$ cat src/rtl/ex_operand_stage.sv
// ex_operand_stage: ID/EX pipeline register in front of the EX-stage ALU bank.
// It captures decoded operands and resolves EX/MEM forwarding at capture time.
// It inserts a single bubble on a load-use hazard and holds on a downstream
// stall. A branch flush turns the next cycle into a bubble.
//
// Ports:
//   clk, rst                      clock (rising edge), async active-high reset
//   id_*                          decoded instruction presented by ID
//   flush                         kill the ID instruction (redirect)
//   mem_stall                     downstream cannot accept; freeze the stage
//   fwd_ex_*, fwd_mem_*           forwarding sources from EX and MEM/WB
//   ex_valid, alu_a, alu_b,
//   ex_aluop, ex_rd, ex_wen,
//   ex_is_load                    registered instruction driven to the ALU bank
//   id_stall                      combinational; ID must hold its instruction
module ex_operand_stage #(
  parameter int unsigned WIDTH = 32,
  parameter int unsigned REGW  = 5,
  parameter int unsigned OPW   = 4
) (
  input  logic             clk,
  input  logic             rst,
  input  logic             id_valid,
  input  logic [REGW-1:0]  id_rs,
  input  logic [REGW-1:0]  id_rt,
  input  logic [WIDTH-1:0] id_rs_val,
  input  logic [WIDTH-1:0] id_rt_val,
  input  logic [WIDTH-1:0] id_imm,
  input  logic             id_use_imm,
  input  logic [OPW-1:0]   id_aluop,
  input  logic [REGW-1:0]  id_rd,
  input  logic             id_wen,
  input  logic             id_is_load,
  input  logic             flush,
  input  logic             mem_stall,
  input  logic             fwd_ex_wen,
  input  logic [REGW-1:0]  fwd_ex_rd,
  input  logic [WIDTH-1:0] fwd_ex_val,
  input  logic             fwd_mem_wen,
  input  logic [REGW-1:0]  fwd_mem_rd,
  input  logic [WIDTH-1:0] fwd_mem_val,
  output logic             ex_valid,
  output logic [WIDTH-1:0] alu_a,
  output logic [WIDTH-1:0] alu_b,
  output logic [OPW-1:0]   ex_aluop,
  output logic [REGW-1:0]  ex_rd,
  output logic             ex_wen,
  output logic             ex_is_load,
  output logic             id_stall
);

  logic             load_use;
  logic [WIDTH-1:0] rs_fwd;
  logic [WIDTH-1:0] rt_fwd;
  logic [WIDTH-1:0] b_next;

  // A load in EX whose result is needed by ID cannot be forwarded in time.
  // rt only matters when B actually comes from the register file.
  always_comb begin
    load_use = id_valid & ex_valid & ex_is_load & ex_wen & (ex_rd != '0) &
               ((ex_rd == id_rs) | (!id_use_imm & (ex_rd == id_rt)));
  end

  // A flush discards the ID instruction, so ID never needs to hold it.
  assign id_stall = !flush & (mem_stall | load_use);

  // rs forwarding: EX beats MEM; r0 always reads the register file.
  always_comb begin
    rs_fwd = id_rs_val;
    if (fwd_ex_wen && (fwd_ex_rd == id_rs) && (id_rs != '0)) begin
      rs_fwd = fwd_ex_val;
    end else if (fwd_mem_wen && (fwd_mem_rd == id_rs) && (id_rs != '0)) begin
      rs_fwd = fwd_mem_val;
    end
  end

  // rt forwarding: same rules as rs.
  always_comb begin
    rt_fwd = id_rt_val;
    if (fwd_ex_wen && (fwd_ex_rd == id_rt) && (id_rt != '0)) begin
      rt_fwd = fwd_ex_val;
    end else if (fwd_mem_wen && (fwd_mem_rd == id_rt) && (id_rt != '0)) begin
      rt_fwd = fwd_mem_val;
    end
  end

  // B operand: the immediate bypasses forwarding entirely.
  always_comb begin
    b_next = id_use_imm ? id_imm : rt_fwd;
  end

  // Pipeline register: flush > mem_stall > load_use bubble > capture.
  // Bubbles clear only the control bits; data fields keep their last value.
  always_ff @(posedge clk or posedge rst) begin
    if (rst) begin
      ex_valid   <= 1'b0;
      alu_a      <= '0;
      alu_b      <= '0;
      ex_aluop   <= '0;
      ex_rd      <= '0;
      ex_wen     <= 1'b0;
      ex_is_load <= 1'b0;
    end else if (flush) begin
      ex_valid   <= 1'b0;
      ex_wen     <= 1'b0;
      ex_is_load <= 1'b0;
    end else if (!mem_stall) begin
      if (load_use) begin
        ex_valid   <= 1'b0;
        ex_wen     <= 1'b0;
        ex_is_load <= 1'b0;
      end else begin
        ex_valid   <= id_valid;
        alu_a      <= rs_fwd;
        alu_b      <= b_next;
        ex_aluop   <= id_aluop;
        ex_rd      <= id_rd;
        ex_wen     <= id_wen & id_valid;
        ex_is_load <= id_is_load & id_valid;
      end
    end
  end

endmodule

$ cat config.mk
export PLATFORM = sky130hd
export DESIGN_NAME = ex_operand_stage
export DESIGN_NICKNAME = d
export VERILOG_FILES = /design/src/rtl/ex_operand_stage.sv
export SDC_FILE = /design/constraint.sdc
export NUM_CORES = 1
export LEC_CHECK = 0
export CORE_UTILIZATION = 30
export DETAILED_ROUTE_END_ITERATION = 12
export SLEW_MARGIN = 20
export SYNTH_ARGS = -nofsm -noshare
export SYNTH_HDL_FRONTEND = slang
export SYNTH_SLANG_ARGS = --single-unit
$ cat constraint.sdc
create_clock -name clk -period 5.7 [get_ports clk]
set_input_delay 1.425 -clock clk [delete_from_list [all_inputs] [get_ports clk]]
set_output_delay 1.425 -clock clk [all_outputs]
set_load 0.03 [all_outputs]
## After elaboration in Yosys (flattened, before gate mapping)

Index checks and enable logic that the tools add are counted.

- Word-level logic and storage cells: 56
- Bits in registers: 76
- Bits of input ports: 199
- Output and inout bits: 77

- Eq/ne operators: 7
- Bitwise logic cells: 14
- Multiplexer cells: 14
- Reduce and logical (&&, ||, !) cells: 14

Operators by type and width:

| kind | number |
|---|---|
| $mux 32 | 5 |
| $eq 5x5->1 | 6 |
| $reduce_bool 5->1 | 3 |
| $and 1x1->1 | 9 |
| $mux 1 | 9 |
| $logic_and 1x1->1 | 8 |
| $not 1->1 | 3 |
| $reduce_and 3->1 | 1 |
| $logic_not 1->1 | 2 |
| $ne 2x2->1 const B | 1 |
| $or 1x1->1 | 2 |

## Depth between registers and ports, before layout

Gate-level depths: netlist (run 1).

- Depth after elaboration: 8
- Gate-level depth with buffers: 8
- Mapped depth without buffers: 5

## Worst setup path after synthesis (run 1)

OpenSTA, ideal clock, no wires.

- Path type: input to output
- Start: in id_rt[0]
- End: out id_stall
- Path slack: 1.194 ns
- Data required time: 4.275 ns
- Arrival time: 3.081 ns
- Stages on the path: 7
- Path buffers: 2
- Path through: buf_2 xnor2_1 nand4_1 o32ai_1 nand2_1 clkbuf_1 a21oi_1

- Cells in the longest elaborated chain, start to end: 6

RTL lines:

| element | RTL line | text |
|---|---|---|
| from (decl) | 25 | `input logic [REGW-1:0] id_rt,` |
| $eq 5x5->1 | 61 | `((ex_rd == id_rs) \| (!id_use_imm & (ex_rd == id_rt)));` |
| $and 1x1->1 | 61 |  |
| $or 1x1->1 | 61 |  |
| $and 1x1->1 | 60 | `load_use = id_valid & ex_valid & ex_is_load & ex_wen & (ex_rd != '0) &` |
| $or 1x1->1 | 65 | `assign id_stall = !flush & (mem_stall \| load_use);` |
| $and 1x1->1 | 65 |  |
| to (decl) | 49 | `output logic id_stall` |

Every way passes these cells.

## Worst setup path after layout (run 1)

Ends and elaborated chain as after synthesis.

==> flow_metrics.py, run 1 <==
metrics = {
    "routing": {
        "drc": 0,
        "drt_iter0_drc": 334,
        "routed_via_density": 5.336,
        "drt-total-wl_um": 25800,
        "vias": 6542,
        "final_antenna_net_count": 0,
        "firstDrtPassIters": 5,
        "detail_route.wl_per_cell_um": 21.04,
    },
    "pwr": {
        "leakage_nw": 3.845,
        "swShare": 0.3436,
        "intPower_w": 0.001440,
        "p_per_area_mw_per_mm2": 241.0,
        "ir_worst_vdd_mv": 0.1528,
        "power.switching_w": 0.0007537,
        "clkPwrFrac": 0.311,
        "combPwrFrac": 0.380,
        "seq_power_share": 0.309,
    },
    "die": {
        "coreArea_mm2": 0.01896,
        "start_util": 0.3092,
        "ios": 276,
        "die-height_um": 141.8,
        "rows": 50,
        "die_w_um": 141.8,
        "die_area_mm2": 0.02010,
    },
    "global_route": {
        "grt_pass1_vias": 6786,
        "antenna_found_initial": 1,
        "grt_pass1_wl_um": 39050,
        "grt_overflow_total": 0,
        "grt_max_degree": 65,
        "grt_use_total": 0.2587,
    },
    "critical_path": {
        "crit_type": "in2out",
        "crit_fanout": 6,
        "rrSetupSlack_ps": 3190,
        "crit_arrival_ps": 3410,
        "critPathLaunchType": "input port",
        "required_ps": 4280,
        "endpoint_kind": "output port",
    },
    "timing": {
        "fin_tns_setup_ps": 0,
        "period_share": 0.8489,
        "rsz0062_at_grt": "no",
        "setup_viol": 0,
        "drv_slew": 0,
        "finClkSkew_ps": 4.601,
        "fmax_ghz": 0.2067,
        "fin_crit_ps": 4839,
        "slew_headroom": 0.2719,
        "finalHoldViolations": 0,
        "worst_pin_slew_ps": 1090,
    },
    "placement": {
        "place_congestion": 0.9412,
        "dp_hpwl_um": 19480,
        "numPortBuffers": 275,
    },
    "clocking": {
        "cts_buffers": 9,
        "clkLatencyLatePin_ps": 350,
        "htreeDepth": 3,
        "clkTransAtPathRegs_ps": 60,
        "cts.sinks": 76,
        "clock-root-buffer": "clkbuf_16",
        "post-cts-setup-buffers": 0,
        "cts_tree": "yes",
        "cts_resized": 0,
        "hold_buffers": 0,
        "clock_path_buffers": 2,
    },
    "synthesis": {
        "syn_inst": 735,
        "syn_avg_cell_area_um2": 7.974,
        "synth-async-reset-ratio": 1.000,
        "synth_compound_area_frac": 0.2822,
        "synth-seq-cells": 76,
        "synthFlopType": "dfrtp_1",
        "yosys-mux-area-fraction": 0.07387,
        "yosysUniqueCellTypes": 38,
        "yosysWarnings": 0,
        "ys_seq_area_frac": 0.3245,
        "synth_top_family_by_area": "compound AO/OA/AOI/OAI gates",
        "syn_area_mm2": 0.005861,
        "synth_xor_area_frac": 0.04483,
        "yosys.area_share.adder": 0,
        "synth_edf_count": 0,
        "yosys.area_share.simple": 0.1398,
        "syn-num-nets": 934,
    },
    "outcome": {
        "run_status": "complete, no violations",
    },
    "job": {
        "cap_violations": 0,
    },
    "final_layout": {
        "antenna_cells": 0,
        "final_cell_mix": "clkdlybuf4s50_1, inv_1, dfrtp_1",
        "nFillCells": 1898,
        "drive_above_1_share": 0.06729,
        "area_growth_pct": 55.34,
        "regArea_mm2": 0.001902,
        "num-nets-final": 1161,
        "final_util": 0.4803,
        "multi_input_area_mm2": 0.003193,
        "final_common_cell": "clkdlybuf4s50_1",
    },
    "min_path": {
        "hp-class": "reg2reg",
    },
}
routing by layer:
layer	vias up	track usage	share of wire
met3	45	0.07492	0.089
li1	3125	-	-
met4	2	0.09111	0.028
met5	-	0	0.00050
met1	3089	0.3007	0.39
met2	281	0.4516	0.49
worst max-delay path, cell delays in order:
cell and delay, ps:
clkdlybuf4s50_1 650, xnor2_1 160, nand4_1 120, o32ai_1 400
buf_4 210, nand2_1 80, a21oi_1 180, buf_4 180
layout make-up:
cell class | instances | share of cell area
clock buffer | 11 | 0.02666
sequential | 76 | 0.2089
inverter | 121 | 0.05003
multi-input combinational | 461 | 0.3507
timing repair buffer | 293 | 0.3172
tap | 260 | 0.03573
clock inverter | 4 | 0.01072
cells in the mapped netlist (2+ instances only):
| cell | instances | share of area |
|---|---|---|
| a32o_1 | 2 | 0.0034 |
| nand4_1 | 4 | 0.0043 |
| clkbuf_1 | 59 | 0.038 |
| mux2_2 | 18 | 0.035 |
| xor2_1 | 5 | 0.0075 |
| and4_1 | 3 | 0.0045 |
| o211a_1 | 2 | 0.0034 |
| and3_1 | 23 | 0.025 |
| a21oi_1 | 35 | 0.030 |
| a21boi_1 | 20 | 0.026 |
| nor3_1 | 10 | 0.0085 |
| o21ai_0 | 9 | 0.0077 |
| mux2i_1 | 23 | 0.039 |
| a31oi_1 | 73 | 0.078 |
| dfrtp_1 | 76 | 0.32 |
| nor4_1 | 33 | 0.035 |
| xnor2_1 | 25 | 0.037 |
| o31ai_1 | 55 | 0.070 |
| buf_2 | 12 | 0.010 |
| nand2_1 | 36 | 0.023 |
| buf_6 | 4 | 0.0077 |
| inv_1 | 121 | 0.077 |
| and2_1 | 2 | 0.0021 |
| nand3_1 | 34 | 0.029 |
| a21boi_0 | 3 | 0.0038 |
| nor2_1 | 4 | 0.0026 |
| or4_4 | 2 | 0.0038 |
| a32oi_1 | 32 | 0.048 |
metrics by stage:
stage	power, W	setup slack, ps	cell area (um^2)	hold WS (ps)	std cells
floorplan	0.001105	1194	5861	648.5	735
global placement	0.001520	885.6	8745	490.2	1210
detailed placement	0.001521	846.3	8745	496.0	1210
CTS	0.002211	825.5	9085	510.6	1225
global route	0.002290	798.6	9104	524.6	1226
finish	0.002194	861.2	9104	509.0	1226
logic make-up (layout without fill, tap and decap cells):
| group | after synthesis | after routing |
|---|---|---|
| compound gates | 237 | 237 |
| buf+inv | 198 | 429 |
| mux | 41 | 41 |
| flops | 76 | 76 |
| simple gates | 153 | 153 |
| xor+xnor | 30 | 30 |
path summary, 6_finish.rpt:
path | from | to | cells past startpoint
worst min-delay path | ex_aluop[0] | ex_aluop[0] | 1
worst max-delay path | id_rt[0] | id_stall | 8
min in group asynchronous | rst | alu_a[1] | 2
worst max register to register | ex_rd[0] | ex_rd[0] | 5
max in group asynchronous | rst | ex_wen | 3
worst min register to register | ex_aluop[0] | ex_aluop[0] | 1
sequential cells by signal, indices dropped and copies added (netlist names):
signal and count:
alu_a 32, alu_b 32, ex_rd 5, ex_aluop 4, ex_is_load 1, ex_valid 1
ex_wen 1
power groups by stage:
stage	clock network, W	registers (W)	logic [W]
6_report	0.000681	0.000678	0.000835
5_1_grt	0.000713	0.000688	0.000888
4_1_cts	0.000693	0.000679	0.000839
3_5_place_dp	0	0.000686	0.000835
3_3_place_gp	0	0.000686	0.000834
2_1_floorplan	0	0.000844	0.000262
Note: power is estimated with default switching activity, not from simulation.
==> run 2: changes to the inputs <==
==> constraint.sdc (replaced) <==
create_clock -name clk -period 4.63 [get_ports clk]
set_input_delay 1.1575 -clock clk [delete_from_list [all_inputs] [get_ports clk]]
set_output_delay 1.1575 -clock clk [all_outputs]
set_load 0.03 [all_outputs]
==> run 2 against run 1 <==
Effect of this change:
- total power is 19% higher
- critical path type unchanged
- clock skew increased by 5.3 ps
- flip-flop and latch count stayed put
- critical endpoint unchanged
- die area did not move
- clock-buffer cell count decreased by 1
==> flow_metrics.py, run 2 (synthesis results as in run 1) <==
metrics = {
    "clocking": {
        "hold_buffers": 0,
        "clock-root-buffer": "clkbuf_16",
        "clkTransAtPathRegs_ps": 60,
        "clkLatencyLatePin_ps": 350,
        "htreeDepth": 3,
        "cts.sinks": 76,
        "cts_buffers": 9,
        "clock_path_buffers": 2,
        "cts_resized": 0,
        "post-cts-setup-buffers": 0,
        "cts_tree": "yes",
    },
    "global_route": {
        "grt_pass1_vias": 6775,
        "grt_use_total": 0.2640,
        "antenna_found_initial": 3,
        "grt_pass1_wl_um": 39560,
        "grt_max_degree": 65,
        "grt_overflow_total": 0,
    },
    "routing": {
        "drc": 0,
        "routed_via_density": 5.352,
        "vias": 6599,
        "firstDrtPassIters": 5,
        "drt-total-wl_um": 26410,
        "drt_iter0_drc": 421,
        "detail_route.wl_per_cell_um": 21.42,
        "final_antenna_net_count": 0,
    },
    "final_layout": {
        "drive_above_1_share": 0.07099,
        "num-nets-final": 1166,
        "reg.largest.list": "alu_a: 32 flops, alu_b: 32 flops, ex_rd: 5 flops",
        "final_area_mm2": 0.009107,
        "area_growth_pct": 55.40,
        "final_common_cell": "clkdlybuf4s50_1",
        "final_cell_mix": "clkdlybuf4s50_1, inv_1, dfrtp_1",
        "final_util": 0.4805,
    },
    "critical_path": {
        "max_stage_delay_ps": 590,
        "critical_path.slowest_cell": "clkdlybuf4s50_1",
        "endpoint_kind": "output port",
        "critPathTopFamily": "buffers and inverters",
        "crit_arrival_ps": 3140,
        "crit_type": "in2out",
        "crit_fanout": 4,
        "required_ps": 3470,
        "worstPathCellList": "clkdlybuf4s50_1 > xnor2_1 > nand4_1 > o32ai_1 > nand2_1 > a21oi_1 > buf_4",
        "critPathLaunchType": "input port",
        "critPathBufInv": 2,
        "crit_start": "id_rt[1]",
        "r2r-start": "ex_rd[0]",
    },
    "placement": {
        "place_ws_ps": 363.2,
        "numPortBuffers": 275,
        "place_congestion": 0.8797,
        "dp_hpwl_um": 20010,
        "dpl_cell_area_mm2": 0.008802,
    },
    "timing": {
        "worst_pin_slew_ps": 762.8,
        "period_share": 0.9273,
        "finalHoldViolations": 0,
        "fmax_ghz": 0.2329,
        "fin_ws_ps": 336.7,
        "fin_crit_ps": 4293,
        "rsz0062_at_grt": "no",
        "finClkSkew_ps": 9.854,
        "setup_viol": 0,
        "slew_headroom": 0.4901,
        "fin_tns_setup_ps": 0,
        "drv_slew": 0,
    },
    "pwr": {
        "p_per_area_mw_per_mm2": 287.5,
        "leakage_nw": 3.850,
        "power_w": 0.002618,
        "ir_worst_vdd_mv": 0.2011,
    },
    "job": {
        "cap_violations": 0,
    },
    "die": {
        "die_area_mm2": 0.02010,
        "rows": 50,
        "start_util": 0.3092,
        "ios": 276,
        "coreArea_mm2": 0.01896,
        "die-height_um": 141.8,
        "die_w_um": 141.8,
    },
    "min_path": {
        "hp-class": "reg2reg",
        "min-delay-start": "ex_aluop[2]",
    },
    "outcome": {
        "run_status": "complete, no violations",
    },
}
## run 2: changes by cell type in the layout (fill, tap and decap cells not counted), sizes merged
cell / previous run / this run
clkinv: 1 / 4
clkbuf: 11 / 10
diode: 0 / 1
clkinvlp: 1 / 2
buf: 20 / 25
bufinv: 3 / 1
## run 2: worst paths after layout
| path | endpoint | slack (ps) | depth (start not counted) |
|---|---|---|---|
| worst max-delay path | id_stall | 340 | 7 |
| worst min-delay path | ex_aluop[2] | 510 | 1 |
| worst max register to register | alu_a[5] | 2090 | 7 |
| worst min register to register | ex_aluop[2] | 510 | 1 |
| max in group asynchronous | alu_b[21] | 2610 | 3 |
| min in group asynchronous | alu_a[4] | 1150 | 2 |
## run 2: cell type report
class                      instances  area, um^2
antenna                            1       2.502
clock buffer                      10       239.0
clock inverter                     6       63.81
fill                            1882        9848
inverter                         121       455.4
multi-input combinational        461        3189
sequential                        76        1902
tap                              260       325.3
timing repair buffer             298        2930
## run 2: layer usage
metal  up-vias  GRT usage  part of all wire
met5         -          0           0.00091
met4         4    0.07640             0.020
met3        35    0.07256             0.082
met2       316     0.4685              0.50
met1      3107     0.3091              0.40
li1       3137          -                 -
## run 2: through the flow
step / instances / hold slack [ps]
3_5_place_dp: 1216 / 499.8
3_3_place_gp: 1216 / 491.4
4_1_cts: 1232 / 517.2
5_1_grt: 1232 / 526.2
2_1_floorplan: 735 / 648.5
6_report: 1233 / 509.8
## run 2: power by group
| part | internal (W) | switching [W] | leakage, nW |
|---|---|---|---|
| Sequential | 0.000765 | 0.0000713 | 0.872 |
| Clock | 0.000432 | 0.000319 | 0.144 |
| Combinational | 0.000472 | 0.000559 | 2.83 |
==> run 3: changes to the inputs <==
--- a/config.mk
+++ b/config.mk
@@ -7,6 +7,7 @@
 export LEC_CHECK = 0
 export CORE_UTILIZATION = 30
 export DETAILED_ROUTE_END_ITERATION = 12
+export DONT_BUFFER_PORTS = 1
 export SLEW_MARGIN = 20
 export SYNTH_ARGS = -nofsm -noshare
 export SYNTH_HDL_FRONTEND = slang
==> run 3 against run 2 <==
Effect of this change:
- final area shrank 30%
- flip-flop and latch count did not move
- clock skew up 0.80 ps
- critical path depth is 1 lower
- core utilization shrank 15 points
- critical endpoint unchanged
- highest routed layer unchanged
==> flow_metrics.py, run 3 (synthesis results as in run 1) <==
metrics = {
    "outcome": {
        "run_status": "complete, no violations",
    },
    "final_layout": {
        "nFillCells": 2034,
        "area_growth_pct": 8.262,
        "num-nets-final": 881,
        "instances_no_fill": 948,
        "final_util": 0.3347,
        "reg.largest.list": "alu_a: 32 flops, alu_b: 32 flops, ex_rd: 5 flops",
        "final_cell_mix": "inv_1, dfrtp_1, a31oi_1",
        "multi_input_area_mm2": 0.003194,
        "drive_above_1_share": 0.08443,
        "regArea_mm2": 0.001902,
        "final_common_cell": "inv_1",
        "final_area_mm2": 0.006345,
    },
    "die": {
        "die-height_um": 141.8,
        "die_w_um": 141.8,
        "die_area_mm2": 0.02010,
        "coreArea_mm2": 0.01896,
        "ios": 276,
        "start_util": 0.3092,
        "rows": 50,
    },
    "timing": {
        "drv_slew": 0,
        "finalHoldViolations": 0,
        "fin_tns_setup_ps": 0,
        "finClkSkew_ps": 10.65,
        "period_share": 0.8333,
        "worst_pin_slew_ps": 1112,
        "slew_headroom": 0.2566,
        "rsz0062_at_grt": "no",
        "setup_viol": 0,
        "fin_crit_ps": 3858,
        "fmax_ghz": 0.2592,
    },
    "global_route": {
        "grt_overflow_total": 0,
        "antenna_found_initial": 2,
        "grt_max_degree": 66,
        "grt_use_total": 0.2423,
        "grt_pass1_wl_um": 35740,
        "grt_pass1_vias": 5714,
    },
    "critical_path": {
        "r2r-start": "ex_rd[0]",
        "worstPathCellList": "xnor2_1 > nand4_1 > o32ai_1 > nand2_1 > a21oi_1 > buf_4",
        "crit_fanout": 4,
        "max_stage_delay_ps": 710,
        "crit_start": "id_rt[4]",
        "critPathTopFamily": "compound AO/OA/AOI/OAI gates",
        "required_ps": 3470,
        "crit_cells": 6,
        "r2r_end": "alu_a[8]",
        "critical_path.slowest_cell": "o32ai_1",
        "crit_type": "in2out",
        "endpoint_kind": "output port",
        "critPathLaunchType": "input port",
        "reg2regPathDepth": 5,
        "crit_arrival_ps": 2700,
        "rrSetupSlack_ps": 1900,
        "critPathBufInv": 1,
        "endpoint": "id_stall",
    },
    "clocking": {
        "clock-root-buffer": "clkbuf_16",
        "clkTransAtPathRegs_ps": 60,
        "cts_resized": 0,
        "cts_tree": "yes",
        "hold_buffers": 0,
        "clkLatencyLatePin_ps": 350,
        "clock_path_buffers": 2,
        "htreeDepth": 3,
        "cts_buffers": 9,
        "post-cts-setup-buffers": 0,
        "cts.sinks": 76,
    },
    "job": {
        "cap_violations": 0,
    },
    "pwr": {
        "seq_power_share": 0.450,
        "power.switching_w": 0.0008349,
        "leakage_nw": 2.752,
        "clkPwrFrac": 0.381,
        "ir_worst_vdd_mv": 0.1939,
        "combPwrFrac": 0.168,
        "swShare": 0.3554,
        "p_per_area_mw_per_mm2": 370.3,
        "intPower_w": 0.001514,
    },
    "routing": {
        "drt_iter0_drc": 300,
        "firstDrtPassIters": 7,
        "final_antenna_net_count": 0,
        "drc": 0,
        "detail_route.wl_per_cell_um": 25.80,
        "vias": 5656,
        "routed_via_density": 5.966,
        "drt-total-wl_um": 24460,
    },
    "placement": {
        "numPortBuffers": 0,
        "dp_hpwl_um": 18570,
        "place_congestion": 0.9056,
        "dp.cells": 931,
        "dpl_cell_area_mm2": 0.005973,
    },
    "min_path": {
        "hp-class": "reg2reg",
    },
}
-- run 3: cell count changes in the layout (fill, tap and decap cells not counted), moves of 2 or more --
cell,before,now
clkdlybuf4s50_1,273,0
buf_4,23,13
bufinv_16,1,4
clkinv_2,3,0
clkbuf_1,0,2
clkinvlp_4,2,0
-- run 3: tightest hold or removal path: stages (launching register included) --
cell,delay [ps]
dfrtp_1,490
inv_1,90
a32oi_1,50
-- run 3: final cells by class --
| cell class | instances | share of cell area |
|---|---|---|
| multi-input cells | 461 | 0.5035 |
| flip-flops and latches | 76 | 0.2997 |
| inverters | 121 | 0.07198 |
| well taps | 260 | 0.05127 |
| clock buffers | 12 | 0.03885 |
| clock inverters | 4 | 0.01893 |
| repair buffers | 13 | 0.01538 |
| diodes | 1 | 0.0003944 |
-- run 3: layer usage --
| layer | share of wire | global-route usage | vias up |
|---|---|---|---|
| li1 | - | - | 2557 |
| met1 | 0.37 | 0.2703 | 2707 |
| met2 | 0.49 | 0.4252 | 342 |
| met3 | 0.10 | 0.07796 | 48 |
| met4 | 0.034 | 0.09734 | 2 |
| met5 | 0.00053 | 0 | - |
-- run 3: metrics by stage --
step	hold slack, ps	total power [W]	setup slack, ps
floorplan	648.5	0.001361	659.3
global placement	661.4	0.001462	789.3
detailed placement	667.1	0.001466	754.6
CTS	679.2	0.002368	764.3
global route	695.3	0.002457	697.4
finish	675.0	0.002349	771.8
-- run 3: power by group through the flow --
stage,sequential [W],combinational (W),clock [W]
3_5_place_dp,0.00107,0.000394,0
5_1_grt,0.00107,0.000442,0.000942
4_1_cts,0.00106,0.000395,0.000912
2_1_floorplan,0.00104,0.000322,0
6_report,0.00106,0.000396,0.000896
3_3_place_gp,0.00107,0.000388,0
-- run 3: worst min-delay path by stage --
stage	startpoint	endpoint	slack (ps)	depth (start not counted)
after global routing	alu_b[17]	alu_b[17]	700	2
after detailed placement	alu_b[17]	alu_b[17]	670	2
final	alu_b[27]	alu_b[27]	670	2
after global placement	alu_b[8]	alu_b[8]	660	2
after CTS	alu_b[4]	alu_b[4]	680	2
after floorplan	alu_b[0]	alu_b[0]	650	2
